==> src/rtl/fc_classifier_if.sv <==
// ============================================================================
// Module      : fc_classifier_if
// Description : Frame, weight-ROM and result bundle for the FC classifier.
// Revision    : 1.0  initial release
// ============================================================================
`default_nettype none

interface fc_classifier_if #(
    parameter int N_IN  = 27,
    parameter int DW    = 8,
    parameter int WW    = 8,
    parameter int ACC_W = 24,
    parameter int AW    = 9
);
    logic                 in_valid;
    logic                 in_ready;
    logic [N_IN*DW-1:0]   pool_lin;
    logic [AW-1:0]        w_addr;
    logic [WW-1:0]        w_data;
    logic                 out_valid;
    logic                 out_ready;
    logic [3:0]           class_idx;
    logic [ACC_W-1:0]     class_score;

    modport slave (
        input  in_valid, pool_lin, w_data, out_ready,
        output in_ready, w_addr, out_valid, class_idx, class_score
    );

    modport master (
        output in_valid, pool_lin, w_data, out_ready,
        input  in_ready, w_addr, out_valid, class_idx, class_score
    );
endinterface

`default_nettype wire

==> src/rtl/fc_classifier.sv <==
// ============================================================================
// Module      : fc_classifier
// Description : Sequential fully connected layer with running argmax.
// Revision    : 1.0  initial release
// ============================================================================
`default_nettype none

module fc_classifier #(
    parameter int N_IN  = 27,
    parameter int N_OUT = 10,
    parameter int DW    = 8,
    parameter int WW    = 8,
    parameter int ACC_W = 24,
    parameter int AW    = 9
) (
    input  wire logic        clk,
    input  wire logic        rst_n,
    fc_classifier_if.slave   bus
);

    localparam int c_fw = (N_IN > 1) ? $clog2(N_IN) : 1;
    localparam int c_pw = DW + WW + 1;

    typedef enum logic [1:0] {
        S_IDLE = 2'd0,
        S_RUN  = 2'd1,
        S_DONE = 2'd2
    } state_t;

    state_t                  state_q;
    logic [N_IN*DW-1:0]      frame_q;
    logic [AW-1:0]           w_addr_q;

    // Address stage: which (class, feature) is on w_addr this cycle.
    logic                    a_vld_q;
    logic [c_fw-1:0]         a_feat_q;
    logic [3:0]              a_cls_q;

    // Data stage: which (class, feature) w_data belongs to this cycle.
    logic                    d_vld_q;
    logic [c_fw-1:0]         d_feat_q;
    logic [3:0]              d_cls_q;
    logic                    d_last_q;
    logic                    d_final_q;

    logic signed [ACC_W-1:0] acc_q;
    logic signed [ACC_W-1:0] acc_d;
    logic [3:0]              best_idx_q;
    logic signed [ACC_W-1:0] best_score_q;
    logic                    in_ready_q;
    logic                    out_valid_q;

    logic [DW-1:0]           w_feat;
    logic signed [DW:0]      w_feat_s;
    logic signed [WW-1:0]    w_wt;
    logic signed [c_pw-1:0]  w_prod;
    logic                    w_a_last;

    always_comb begin
        w_feat   = frame_q[d_feat_q*DW +: DW];
        w_feat_s = {1'b0, w_feat};
        w_wt     = bus.w_data;
        w_prod   = w_feat_s * w_wt;
        acc_d    = acc_q + {{(ACC_W-c_pw){w_prod[c_pw-1]}}, w_prod};
        w_a_last = (a_feat_q == c_fw'(N_IN-1));
    end

    always_ff @(posedge clk or negedge rst_n) begin
        if (!rst_n) begin
            state_q      <= S_IDLE;
            frame_q      <= '0;
            w_addr_q     <= '0;
            a_vld_q      <= 1'b0;
            a_feat_q     <= '0;
            a_cls_q      <= '0;
            d_vld_q      <= 1'b0;
            d_feat_q     <= '0;
            d_cls_q      <= '0;
            d_last_q     <= 1'b0;
            d_final_q    <= 1'b0;
            acc_q        <= '0;
            best_idx_q   <= '0;
            best_score_q <= '0;
            in_ready_q   <= 1'b1;
            out_valid_q  <= 1'b0;
        end else begin
            case (state_q)
                S_IDLE: begin
                    if (bus.in_valid) begin
                        frame_q    <= bus.pool_lin;
                        w_addr_q   <= '0;
                        a_vld_q    <= 1'b1;
                        a_feat_q   <= '0;
                        a_cls_q    <= '0;
                        d_vld_q    <= 1'b0;
                        acc_q      <= '0;
                        in_ready_q <= 1'b0;
                        state_q    <= S_RUN;
                    end
                end

                S_RUN: begin
                    d_vld_q   <= a_vld_q;
                    d_feat_q  <= a_feat_q;
                    d_cls_q   <= a_cls_q;
                    d_last_q  <= w_a_last;
                    d_final_q <= w_a_last && (a_cls_q == 4'(N_OUT-1));

                    if (a_vld_q) begin
                        if (w_a_last) begin
                            a_feat_q <= '0;
                            if (a_cls_q == 4'(N_OUT-1)) begin
                                a_vld_q <= 1'b0;
                            end else begin
                                a_cls_q <= a_cls_q + 4'd1;
                            end
                        end else begin
                            a_feat_q <= a_feat_q + c_fw'(1);
                        end
                        // The final address stays on the bus once issuing stops.
                        if (!(w_a_last && (a_cls_q == 4'(N_OUT-1)))) begin
                            w_addr_q <= w_addr_q + AW'(1);
                        end
                    end

                    if (d_vld_q) begin
                        if (d_last_q) begin
                            acc_q <= '0;
                            if ((d_cls_q == 4'd0) || (acc_d > best_score_q)) begin
                                best_idx_q   <= d_cls_q;
                                best_score_q <= acc_d;
                            end
                            if (d_final_q) begin
                                d_vld_q     <= 1'b0;
                                out_valid_q <= 1'b1;
                                state_q     <= S_DONE;
                            end
                        end else begin
                            acc_q <= acc_d;
                        end
                    end
                end

                S_DONE: begin
                    if (bus.out_ready) begin
                        out_valid_q <= 1'b0;
                        in_ready_q  <= 1'b1;
                        state_q     <= S_IDLE;
                    end
                end

                default: begin
                    state_q <= S_IDLE;
                end
            endcase
        end
    end

    assign bus.in_ready    = in_ready_q;
    assign bus.w_addr      = w_addr_q;
    assign bus.out_valid   = out_valid_q;
    assign bus.class_idx   = best_idx_q;
    assign bus.class_score = best_score_q;

endmodule

`default_nettype wire

==> src/flat_wrapper.sv <==
// flat-port wrapper written by rule: the top's interface ports become plain ports
module fc_classifier_flat 
#(
    parameter int N_IN  = 27,
    parameter int N_OUT = 10,
    parameter int DW    = 8,
    parameter int WW    = 8,
    parameter int ACC_W = 24,
    parameter int AW    = 9
)
  (clk, rst_n, bus_in_valid, bus_pool_lin, bus_w_data, bus_out_ready, bus_in_ready, bus_w_addr, bus_out_valid, bus_class_idx, bus_class_score);
  fc_classifier_if #(.N_IN(N_IN), .DW(DW), .WW(WW), .ACC_W(ACC_W), .AW(AW)) bus_i ();
  input  wire logic clk;
  input  wire logic rst_n;
  input wire logic [$bits(bus_i.in_valid)-1:0] bus_in_valid;
  input wire logic [$bits(bus_i.pool_lin)-1:0] bus_pool_lin;
  input wire logic [$bits(bus_i.w_data)-1:0] bus_w_data;
  input wire logic [$bits(bus_i.out_ready)-1:0] bus_out_ready;
  output wire logic [$bits(bus_i.in_ready)-1:0] bus_in_ready;
  output wire logic [$bits(bus_i.w_addr)-1:0] bus_w_addr;
  output wire logic [$bits(bus_i.out_valid)-1:0] bus_out_valid;
  output wire logic [$bits(bus_i.class_idx)-1:0] bus_class_idx;
  output wire logic [$bits(bus_i.class_score)-1:0] bus_class_score;
  assign bus_i.in_valid = bus_in_valid;
  assign bus_i.pool_lin = bus_pool_lin;
  assign bus_i.w_data = bus_w_data;
  assign bus_i.out_ready = bus_out_ready;
  assign bus_in_ready = bus_i.in_ready;
  assign bus_w_addr = bus_i.w_addr;
  assign bus_out_valid = bus_i.out_valid;
  assign bus_class_idx = bus_i.class_idx;
  assign bus_class_score = bus_i.class_score;
  fc_classifier #(.N_IN(N_IN), .N_OUT(N_OUT), .DW(DW), .WW(WW), .ACC_W(ACC_W), .AW(AW)) u_core (.clk(clk), .rst_n(rst_n), .bus(bus_i));
endmodule
==> config.mk <==
export PLATFORM = sky130hd
export DESIGN_NAME = fc_classifier_flat
export DESIGN_NICKNAME = d
export VERILOG_FILES = /design/src/rtl/fc_classifier_if.sv /design/src/rtl/fc_classifier.sv /design/src/flat_wrapper.sv
export SDC_FILE = /design/constraint.sdc
export NUM_CORES = 1
export LEC_CHECK = 0
export ABC_AREA = 0
export CAP_MARGIN = 40
export CELL_PAD_IN_SITES_DETAIL_PLACEMENT = 0
export CELL_PAD_IN_SITES_GLOBAL_PLACEMENT = 1
export CORE_MARGIN = 2
export CORE_UTILIZATION = 25
export DETAILED_ROUTE_END_ITERATION = 6
export PLACE_DENSITY_LB_ADDON = 0.1
export SYNTH_ARGS = -nofsm -noshare
export SYNTH_HDL_FRONTEND = slang
export SYNTH_SLANG_ARGS = --single-unit
==> constraint.sdc <==
create_clock -name clk -period 16.91 [get_ports clk]
set_input_delay 2.5365 -clock clk [delete_from_list [all_inputs] [get_ports clk]]
set_output_delay 2.5365 -clock clk [all_outputs]
set_load 0.05 [all_outputs]
### After elaboration in Yosys (flattened, before gate mapping)

Cells that the tools add are included.

| word-level totals | value |
|---|---|
| input bits | 228 |
| register bits after elaboration | 303 |
| output and inout bits | 39 |
| word-level logic and storage cells | 93 |

| operators by class | value |
|---|---|
| shift operators | 1 |
| equal/unequal tests | 13 |
| multiply operators | 1 |
| add/subtract/negate cells | 4 |
| $lt $le $gt $ge | 1 |
| mux-type cells | 40 |
| reduce and logical (&&, ||, !) cells | 17 |

Operators by type and width:

| operator | count |
|---|---|
| 216-bit by 9-bit indexed part select with 8-bit output | 1 |
| 24-bit 2-to-1 mux | 3 |
| 24-bit case mux with 2 select lines | 1 |
| 9-bit 2-to-1 mux | 3 |
| 24-bit adder | 1 |
| 24-bit > comparator | 1 |
| 9-bit case mux with 2 select lines | 1 |
| 9-bit by 8-bit multiplier with 17-bit output | 1 |
| 4-bit 2-to-1 mux | 4 |
| 5-bit 2-to-1 mux | 3 |
| 5-bit AND reduction | 3 |
| 1-bit 2-to-1 mux | 13 |
| 2-bit 2-to-1 mux | 5 |
| 2-bit by 1-bit inequality test with 1-bit output (second input constant) | 5 |
| 5-bit case mux with 2 select lines | 1 |
| 9-bit by 1-bit adder with 9-bit output (second input constant) | 1 |
| 3-bit AND reduction | 3 |
| 2-bit inequality test (second input constant) | 4 |
| 1-bit case mux with 2 select lines | 4 |
| 4-bit case mux with 2 select lines | 1 |
| 4-bit AND reduction | 2 |
| 2-bit case mux with 3 select lines | 1 |
| 2-bit nonzero test | 3 |
| 5-bit by 1-bit adder with 5-bit output (second input constant) | 1 |
| other kinds (10) | 11 |

### Depth between registers and ports, before layout

Gate-level depths: netlist of run 1.

| depth | value |
|---|---|
| depth after elaboration | 6 |
| gate-level depth with buffers | 45 |
| depth with buffers taken out | 41 |

### Worst setup path before layout of run 1

Ideal clock, no wire load.

| path | value |
|---|---|
| path type | input to register |
| from | input port bus_w_data[7] |
| to | register u_core.best_score_q[21] (netlist: u_core.bus.class_score[21]) |
| setup slack | 7.078 ns |
| setup time | 0.125 ns |
| data arrival time | 9.706 ns |
| data required time | 16.785 ns |
| stages on the path | 32 |
| path buffers | 2 |
| path through | and2_1 fa_1 fa_1 fa_1 inv_1 fa_1 inv_1 ha_1 a21oi_1 a2bb2oi_1 a31oi_1 or4_1 and3_1 buf_6 ha_1 a21o_1 a31oi_1 o211ai_1 a21o_1 a21oi_1 nand2_1 xnor3_1 ha_1 and4_1 nand4_1 nor3_1 o31ai_1 o211ai_1 mux2i_1 o21ai_2 buf_6 mux2_4 |

| between the ends | value |
|---|---|
| word-level cells in the longest chain between the ends | 5 |

Ends and longest elaborated chain:

| item | RTL line | text |
|---|---|---|
| from (decl) | flat_wrapper.sv:17 | `input wire logic [$bits(bus_i.w_data)-1:0] bus_w_data;` |
| 9-bit by 8-bit multiplier with 17-bit output | fc_classifier.sv:63 | `w_prod = w_feat_s * w_wt;` |
| 24-bit adder | fc_classifier.sv:64 | `acc_d = acc_q + {{(ACC_W-c_pw){w_prod[c_pw-1]}}, w_prod};` |
| named net u_core.acc_d[23] | fc_classifier.sv:47 | `logic signed [ACC_W-1:0] acc_d;` |
| 24-bit > comparator | fc_classifier.sv:129 | `if ((d_cls_q == 4'd0) \|\| (acc_d > best_score_q)) begin` |
| 1-bit logical OR | fc_classifier.sv:129 |  |
| 4-bit AND reduction (no line) | - |  |
| to (signal assigned) | fc_classifier.sv:83 | `best_score_q <= '0;` |
| to (signal assigned) | fc_classifier.sv:131 | `best_score_q <= acc_d;` |
| to (decl) | fc_classifier.sv:49 | `logic signed [ACC_W-1:0] best_score_q;` |

The timed path passes the listed nets, and every way through them passes these cells.
A chain may end at the register's enable or synchronous reset.

### Final worst setup path of run 1

| path | value |
|---|---|
| from | register u_core.d_feat_q[0] |
| to | register u_core.best_idx_q[3] (netlist: u_core.bus.class_idx[3]) |

| between the ends | value |
|---|---|
| word-level cells in the longest chain between the ends | 6 |

Ends and longest elaborated chain:

| item | RTL line | text |
|---|---|---|
| from (decl) | fc_classifier.sv:41 | `logic [c_fw-1:0] d_feat_q;` |
| from (signal assigned) | fc_classifier.sv:104 | `d_feat_q <= a_feat_q;` |
| 216-bit by 9-bit indexed part select with 8-bit output | fc_classifier.sv:60 | `w_feat = frame_q[d_feat_q*DW +: DW];` |
| 9-bit by 8-bit multiplier with 17-bit output | fc_classifier.sv:63 |  |
| 24-bit adder | fc_classifier.sv:64 |  |
| named net u_core.acc_d[23] | fc_classifier.sv:47 |  |
| 24-bit > comparator | fc_classifier.sv:129 |  |
| 1-bit logical OR | fc_classifier.sv:129 |  |
| 4-bit AND reduction (no line) | - |  |
| to (signal assigned) | fc_classifier.sv:130 | `best_idx_q <= d_cls_q;` |
| to (decl) | fc_classifier.sv:48 | `logic [3:0] best_idx_q;` |

The timed path passes the listed nets, and every way through them passes these cells.

==> flow_summary.ini, run 1 <==
[synth]
synth_edf_count = 0
ys_dominant_reg_cell = dfrtp_1
async_flop_share_pct = 100
ys_warn_count = 0
syn_avg_cell_area_um2 = 9.35
ys_seq_area_share_pct = 43.5
synthesis.area_um2 = 17400
syn_nets = 2225
ys_ff_latch = 303
synthDistinctLibCells = 69
syn_inst = 1863

[timing]
tightest_slew_ns = 0.886
fin_hold_ws_ns = 0.465
rsz0062_at_grt = false
tns_ns = 0
maxSlewViolCount = 0
skew_ns = 0.0180
finalHoldViolCount = 0
fin_ws_ns = 5.58
period_needed_ns = 11.33
setup_viol = 0
slew_headroom_pct = 40.9
max_freq_mhz = 88.3
fin_crit_sh_pct = 67.0

[power_and_ir_drop]
p_sw_uw = 999
power_density_nw_per_um2 = 121
p_total_mw = 2.72
power_frac_clock_pct = 30.6
switching_share_pct = 36.7
p_comb_share_pct = 38.6
seq_power_share_pct = 30.8
leakagePower_nw = 10.7
vdd_ir_drop_max_mv = 0.0717
p_int_mw = 1.73

[routing]
vias_per_cell = 4.41
drc_errors = 0
dr_total_vias = 13600
drt-wirelength-per-cell_um = 18.0
postRouteAntennaNets = 0
drt-total-wl_um = 55300
drt_iter0_markers = 583
firstDrtPassIters = 4

[cts]
cts_tree = yes
cts_buffers = 39
clk_latency_ns = 0.57
h-tree-depth = 2
clockRootBuffer = clkbuf_16
post-cts-setup-buffers = 0
worst_setup_hold_path_clk_slew_ns = 0.06
cts_hold_buffers = 0
cts_buffer_depth = 3
cts_resized = 0
cts.sinks = 303

[layout]
final_area_um2 = 22500
final_layout_size_suffix_gt1_share_pct = 9.53
multi_input_area_um2 = 9110
area_growth_pct = 29.4
final_nets = 2473
nFillCells = 7123
regArea_um2 = 7590
final_util_pct = 32.8
finalNonFillerCells = 3072

[die]
dieArea_um2 = 71800
std_cell_rows = 96
coreArea_um2 = 68800
die_x_um = 268
initial_core_util_pct = 25.3
io_pins = 267
die_height_um = 268

[worst_setup_path]
worstSetupEndpoint = u_core.bus.class_idx[3]$_DFFE_PN0P_
arrival_ns = 11.77
worstReg2RegEnd = u_core.bus.class_idx[3]$_DFFE_PN0P_
cpMaxStageDelayCell = dfrtp_4
cp_slowest_stage_delay_ns = 0.80
crit_type = reg -> reg
path_max_fanout = 33
r2r_cells = 35
ff2ff_setup_slack_ns = 5.58
rr_startpoint = u_core.d_feat_q[0]$_DFFE_PN0P_
worstSetupEndpointType = flip-flop
critPathRequiredTime_ns = 17.35
cp_common_cell = fa_1
crit_path_start = u_core.d_feat_q[0]$_DFFE_PN0P_
start_kind = flip-flop

[worst_hold_path]
hp-class = reg -> reg
worst_hold_path.num_cells = 2

[placed_design]
placed_cell_area_um2 = 21200
port_buffers = 266
place_ws_ns = 5.24
gp_congestion = 0.760
place_inst = 3001
dp_hpwl_um = 41800

[global_route]
grt_util_all_layers_pct = 15.7
antenna_found_initial = 4
grt_overflow = 0
grt_first_pass_wirelength_um = 87000
grt_pass1_vias = 14800
grt_max_degree = 84

[run_status]
status = complete, no violations

[job]
cap_violations = 0
worst min-delay path by stage:
stage                                            to                       startpoint  slack [ns]
CTS                 u_core.frame_q[180]$_DFFE_PN0P_  u_core.frame_q[180]$_DFFE_PN0P_        0.47
finish               u_core.frame_q[59]$_DFFE_PN0P_   u_core.frame_q[59]$_DFFE_PN0P_        0.47
floorplan           u_core.frame_q[112]$_DFFE_PN0P_  u_core.frame_q[112]$_DFFE_PN0P_        0.44
global route         u_core.frame_q[72]$_DFFE_PN0P_   u_core.frame_q[72]$_DFFE_PN0P_        0.49
global placement     u_core.frame_q[78]$_DFFE_PN0P_   u_core.frame_q[78]$_DFFE_PN0P_        0.45
detailed placement  u_core.frame_q[180]$_DFFE_PN0P_  u_core.frame_q[180]$_DFFE_PN0P_        0.46
power groups by stage:
stage | logic [mW] | clock network [mW] | registers, mW
2_1_floorplan | 0.622 | 0 | 0.912
3_3_place_gp | 1.08 | 0 | 0.854
3_5_place_dp | 1.07 | 0 | 0.853
4_1_cts | 1.08 | 0.870 | 0.841
5_1_grt | 1.18 | 0.898 | 0.849
6_report | 1.05 | 0.835 | 0.839
cells in the mapped netlist (all sizes together), types with 2 or more instances:
master	instances	area (µm²)
nand2	735	2760
dfrtp	302	7560
inv	101	379
ha	96	1200
clkbuf	68	256
mux4	56	1260
nor2b	54	338
o21ai	47	273
a21oi	44	224
fa	38	761
nor2	29	109
mux2	27	308
nand2b	24	150
o211ai	22	165
a22o	20	176
xnor2	20	175
nand3	19	95.1
buf	18	104
a21o	16	123
xor2	16	140
mux2i	13	130
nor3	12	60.1
and2	11	68.8
nand4	10	62.6
a211oi	6	45.0
a31oi	6	37.5
o21bai	6	45.0
a211o	5	45.0
and3	5	33.8
o21a	4	30.0
or2	3	18.8
or3	3	20.0
a2111oi	2	23.8
and4	2	17.5
nand3b	2	15.0
nor3b	2	15.0
or4	2	15.0
critical path, delay by kind of cell (launching register included):
family	cells	cell delay (ns)
DFF	1	0.80
adders and majority gates	7	3.24
muxes	4	1.64
buffers and inverters	4	1.12
and+or+nand+nor	7	1.71
xor gates and xnor gates	1	0.22
AOI/OAI and AO/OA	12	2.40
metal layers:
| metal | part of all wire (%) | global-route usage [%] |
|---|---|---|
| met3 | 3.5 | 2.73 |
| met4 | 1.5 | 3.47 |
| met2 | 50 | 27.3 |
| met5 | 0.080 | 0 |
| met1 | 45 | 20.4 |
cell type report:
cell class,instances,share of cell area (%)
Antenna cell,1,0.0111
Clock inverter,10,0.411
Multi-Input combinational cell,1373,40.4
Inverter,101,1.68
Clock buffer,60,5.39
Sequential cell,303,33.7
Tap cell,931,5.17
Timing Repair Buffer,293,13.3
sequential cells by signal, indices dropped and copies added (netlist names):
signal                  cells
u_core.d_cls_q              4
u_core.bus.class_idx        4
u_core.d_final_q            1
u_core.state_q              2
u_core.a_vld_q              1
u_core.a_cls_q              4
u_core.a_feat_q             5
u_core.acc_q               24
u_core.bus.out_valid        1
u_core.bus.in_ready         1
u_core.d_feat_q             5
u_core.frame_q            216
u_core.bus.class_score     24
u_core.d_last_q             1
u_core.bus.w_addr           9
u_core.d_vld_q              1
cells by family after synthesis:
group / after synthesis / synth area share [%]
and+or+nand+nor: 916 / 21.8
DFF: 303 / 43.5
AOI/OAI and AO/OA: 190 / 7.47
buffers and inverters: 187 / 4.24
adders and majority gates: 134 / 11.3
muxes: 96 / 9.75
xor gates and xnor gates: 37 / 1.94
placed cells by master, fill, tap and decap left out, types with 5 or more instances in the layout:
master           synthesis  routed
nand2_1                735     735
dfrtp_1                302     300
clkdlybuf4s50_1          0     265
inv_1                  101     101
ha_1                    96      96
mux4_2                  56      56
nor2b_1                 54      54
a21oi_1                 43      43
clkbuf_16                0      39
fa_1                    38      38
o21ai_0                 35      35
nor2_1                  29      28
mux2_2                  26      26
nand2b_1                24      24
o211ai_1                22      22
xnor2_1                 20      20
nand3_1                 19      19
a22o_1                  19      19
buf_4                    1      19
xor2_1                  16      16
clkbuf_8                 0      16
a21o_1                  14      14
mux2i_1                 13      13
nor3_1                  12      12
o21ai_2                 10      10
and2_1                  10      10
nand4_1                 10      10
a211oi_1                 6       6
o21bai_1                 6       6
a31oi_1                  6       6
clkinv_2                 0       6
clkbuf_1                67       5
No activity file was read; power rests on OpenSTA's default activity.
==> run 2: changes to the inputs <==
Clock period 16.91 ns to 11.25 ns, I/O delays scaled along.
==> run 2 against run 1 <==
Net effect: worst setup slack got worse by 4.9 ns; core utilization barely moved; global-route usage rose by 0.26 points; die area did not move; worst hold slack improved by 0.0022 ns; non-clock buffer count rose by 4; critical path depth did not move; critical endpoint is now u_core.bus.class_score[14]$_DFFE_PN0P_.
==> flow_summary.ini, run 2 (synthesis results as in run 1) <==
[die]
die_height_um = 268
initial_core_util_pct = 25.3
dieArea_um2 = 71800
std_cell_rows = 96
io_pins = 267
die_x_um = 268
coreArea_um2 = 68800

[cts]
worst_setup_hold_path_clk_slew_ns = 0.06
cts.sinks = 303
cts_hold_buffers = 0
cts_resized = 0
h-tree-depth = 2
cts_buffer_depth = 3
cts_tree = yes
clockRootBuffer = clkbuf_16
post-cts-setup-buffers = 0
cts_buffers = 40
clk_latency_ns = 0.58

[worst_setup_path]
arrival_ns = 11.02
cp_common_cell = fa_1
cpMaxStageDelayCell = dfrtp_4
crit_type = reg -> reg
worstSetupEndpointType = flip-flop
path_max_fanout = 24
cp_slowest_stage_delay_ns = 0.79
start_kind = flip-flop
critPathRequiredTime_ns = 11.70
path_buf_inv = 3
crit_family = adder cells

[timing]
max_freq_mhz = 94.6
rsz0062_at_grt = false
skew_ns = 0.0303
setup_viol = 0
tns_ns = 0
tightest_slew_ns = 1.10
finalHoldViolCount = 0
fin_crit_sh_pct = 93.9
maxSlewViolCount = 0
slew_headroom_pct = 26.9
period_needed_ns = 10.57

[job]
cap_violations = 0

[layout]
final_layout_size_suffix_gt1_share_pct = 9.43
layout_commonest_cell = nand2_1
layout_common_cells = 735 x nand2_1, 300 x dfrtp_1, 265 x clkdlybuf4s50_1
final_area_um2 = 22600
final_nets = 2478
largest_reg_flops = 216
top_register = u_core.frame_q
num_antenna_cells = 0
final_util_pct = 32.8
area_growth_pct = 29.4

[placed_design]
placed_cell_area_um2 = 21200
port_buffers = 266
gp_congestion = 0.798
dp_hpwl_um = 43100

[routing]
dr_total_vias = 13600
vias_per_cell = 4.42
postRouteAntennaNets = 0
drt-total-wl_um = 56900
drt_iter0_markers = 702
firstDrtPassIters = 5
drc_errors = 0
drt-wirelength-per-cell_um = 18.5

[power_and_ir_drop]
vdd_ir_drop_max_mv = 0.134
leakagePower_nw = 10.7
power_density_nw_per_um2 = 185

[global_route]
grt_overflow = 0
grt_max_degree = 164
grt_first_pass_wirelength_um = 87200
antenna_found_initial = 1
grt_util_all_layers_pct = 15.9
grt_pass1_vias = 14400

[run_status]
status = complete, no violations

[worst_hold_path]
hp-class = reg -> reg
run 2: power by group:
part | switching, mW | total (mW) | internal [mW]
registers | 0.0733 | 1.26 | 1.19
logic | 0.941 | 1.63 | 0.686
clock network | 0.521 | 1.29 | 0.770
total | 1.54 | 4.18 | 2.65
run 2: layout make-up:
cell class | count | area [µm²]
clock inverter | 10 | 144
timing repair buffer | 297 | 2990
clock buffer | 59 | 1170
inverter | 101 | 379
multi-input combinational | 1373 | 9110
sequential | 303 | 7590
tap | 931 | 1160
fill | 7121 | 46300
run 2: path summary, 6_finish.rpt:
path,start,slack [ns],cells past startpoint,endpoint
hold / removal,u_core.frame_q[178]$_DFFE_PN0P_,0.47,2,u_core.frame_q[178]$_DFFE_PN0P_
max in group asynchronous,rst_n,8.66,2,u_core.frame_q[65]$_DFFE_PN0P_
setup / recovery,u_core.d_feat_q[0]$_DFFE_PN0P_,0.68,35,u_core.bus.class_score[14]$_DFFE_PN0P_
min in group asynchronous,rst_n,1.12,1,u_core.frame_q[178]$_DFFE_PN0P_
hold reg to reg,u_core.frame_q[178]$_DFFE_PN0P_,0.47,2,u_core.frame_q[178]$_DFFE_PN0P_
setup reg to reg,u_core.d_feat_q[0]$_DFFE_PN0P_,0.68,35,u_core.bus.class_score[14]$_DFFE_PN0P_
run 2: worst reg2reg max path, delay by kind of cell, from the launching register on:
family,cells,cell delay (ns)
and+or+nand+nor,6,1.23
muxes,4,1.56
xor gates and xnor gates,2,0.34
DFF,1,0.79
adders and majority gates,7,3.11
AOI/OAI and AO/OA,13,2.84
buffers and inverters,3,0.61
run 2: through the flow:
step                      setup slack, ns  hold WS, ns  std cells  power (mW)
after floorplan                      2.06        0.440       1863        2.31
after global placement              0.537        0.453       3001        2.95
after detailed placement            0.606        0.457       3005        2.94
after CTS                           0.560        0.472       3074        4.27
after global routing              0.00783        0.482       3074        4.47
final                               0.683        0.467       3074        4.18
run 2: metal layers:
layer	global-route usage [%]	vias up	part of all wire (%)
met2	27.1	240	49
met3	2.49	54	3.9
met4	3.84	2	1.7
li1	-	6634	-
met1	21.2	6644	45
met5	0	-	0.023
==> run 3: changes to the inputs <==
Settings changed: CORE_MARGIN 2 to 5, CTS_BUF_LIST from default to sky130_fd_sc_hd__clkbuf_4 sky130_fd_sc_hd__clkbuf_8.
==> run 3 against run 2 <==
Net effect: sequential share of layout area down 0.17 points; non-clock buffer count up 9; sequential cell count unchanged; core utilization is 0.17 points higher; worst setup slack improved by 0.042 ns; critical endpoint unchanged; largest cell class unchanged; highest routed layer unchanged.
==> flow_summary.ini, run 3 (synthesis results as in run 1) <==
[run_status]
status = complete, no violations

[layout]
final_util_pct = 32.9
final_layout_size_suffix_gt1_share_pct = 11.7
regArea_um2 = 7590
area_growth_pct = 30.1
layout_common_cells = 735 x nand2_1, 300 x dfrtp_1, 265 x clkdlybuf4s50_1
layout_commonest_cell = nand2_1
top_register = u_core.frame_q
largest_reg_flops = 216
final_nets = 2505
finalNonFillerCells = 3120
nFillCells = 7117
multi_input_area_um2 = 9120

[timing]
maxSlewViolCount = 0
tightest_slew_ns = 0.991
period_needed_ns = 10.52
rsz0062_at_grt = false
setup_viol = 0
finalHoldViolCount = 0
tns_ns = 0
fin_crit_sh_pct = 93.6
skew_ns = 0.0508
slew_headroom_pct = 34.0
max_freq_mhz = 95.0

[worst_setup_path]
cpMaxStageDelayCell = dfrtp_2
crit_path_start = u_core.d_feat_q[1]$_DFFE_PN0P_
crit_type = reg -> reg
rr_startpoint = u_core.d_feat_q[1]$_DFFE_PN0P_
critPathRequiredTime_ns = 11.81
path_max_fanout = 22
worstSetupEndpointType = flip-flop
arrival_ns = 11.08
start_kind = flip-flop
cp_common_cell = fa_1
cp_slowest_stage_delay_ns = 0.70

[cts]
worst_setup_hold_path_clk_slew_ns = 0.06
clockRootBuffer = clkbuf_8
clk_latency_ns = 0.67
cts.sinks = 303
cts_buffer_depth = 3
cts_buffers = 58
cts_tree = yes
h-tree-depth = 2

[die]
coreArea_um2 = 68800
die_x_um = 274
std_cell_rows = 96
dieArea_um2 = 75100
die_height_um = 274
io_pins = 267
initial_core_util_pct = 25.3

[worst_hold_path]
hp-start = u_core.frame_q[134]$_DFFE_PN0P_
hp-class = reg -> reg

[placed_design]
place_inst = 3011
dp_hpwl_um = 43600
port_buffers = 266
gp_congestion = 0.796

[job]
cap_violations = 0

[routing]
firstDrtPassIters = 5
drc_errors = 0
vias_per_cell = 4.39
postRouteAntennaNets = 0
drt_iter0_markers = 681
drt-total-wl_um = 57600
dr_total_vias = 13700
drt-wirelength-per-cell_um = 18.5

[global_route]
grt_pass1_vias = 14700
grt_util_all_layers_pct = 15.1
grt_max_degree = 113
grt_overflow = 0
antenna_found_initial = 2
grt_first_pass_wirelength_um = 88200

[power_and_ir_drop]
leakagePower_nw = 10.8
power_density_nw_per_um2 = 180
vdd_ir_drop_max_mv = 0.114
## run 3: where the power goes
part	total [mW]	internal, mW	switching (mW)
clock network	1.22	0.705	0.520
registers	1.27	1.19	0.0748
logic	1.60	0.667	0.933
total	4.09	2.56	1.53
## run 3: worst paths after layout
| path | endpoint | slack [ns] | cells past startpoint |
|---|---|---|---|
| worst min-delay path | u_core.frame_q[134]$_DFFE_PN0P_ | 0.47 | 2 |
| max in group asynchronous | u_core.frame_q[93]$_DFFE_PN0P_ | 8.80 | 3 |
| min in group asynchronous | u_core.frame_q[210]$_DFFE_PN0P_ | 1.12 | 1 |
| worst max register to register | u_core.bus.class_score[14]$_DFFE_PN0P_ | 0.73 | 36 |
| worst max-delay path | u_core.bus.class_score[14]$_DFFE_PN0P_ | 0.73 | 36 |
| worst min register to register | u_core.frame_q[134]$_DFFE_PN0P_ | 0.47 | 2 |
## run 3: cell type report
| class | count | share of cell area [%] |
|---|---|---|
| antenna | 2 | 0.0221 |
| clock buffer | 92 | 5.14 |
| clock inverter | 12 | 0.602 |
| inverter | 101 | 1.67 |
| multi-input combinational | 1373 | 40.2 |
| sequential | 303 | 33.5 |
| tap | 931 | 5.14 |
| timing repair buffer | 306 | 13.7 |
## run 3: worst max-delay path, delay by kind of cell, from the launching register on
family,cells,cell delay [ns]
and+or+nand+nor,7,1.74
xor gates and xnor gates,1,0.21
AOI/OAI and AO/OA,12,2.34
DFF,1,0.70
buffers and inverters,5,0.79
adders and majority gates,7,3.24
muxes,4,1.36
## run 3: repair_timing
item | 4_1_cts | 5_1_grt
endpoints found under the setup margin | 0 | 13
buffers inserted | 0 | 3
resized for setup | 0 | 1
hold buffers | 0 | 0
## run 3: per-stage QoR
| step | hold WS (ns) | setup slack [ns] | total power [mW] | instance area, µm² |
|---|---|---|---|---|
| after floorplan | 0.440 | 2.06 | 2.31 | 17400 |
| after global placement | 0.454 | 0.548 | 2.91 | 21100 |
| after detailed placement | 0.461 | 0.406 | 2.92 | 21300 |
| after CTS | 0.474 | 0.395 | 4.18 | 22600 |
| after global routing | 0.485 | 0.0601 | 4.39 | 22700 |
| final | 0.470 | 0.725 | 4.09 | 22700 |
## run 3: metal layers
layer | global-route usage, % | vias up | share of wire, % | wire length [µm]
li1 | - | 6722 | - | -
met1 | 19.7 | 6696 | 45 | 25800
met2 | 26.2 | 207 | 50 | 28700
met3 | 3.08 | 61 | 3.9 | 2230
met4 | 2.83 | 2 | 1.4 | 811
met5 | 0 | - | 0.012 | 7
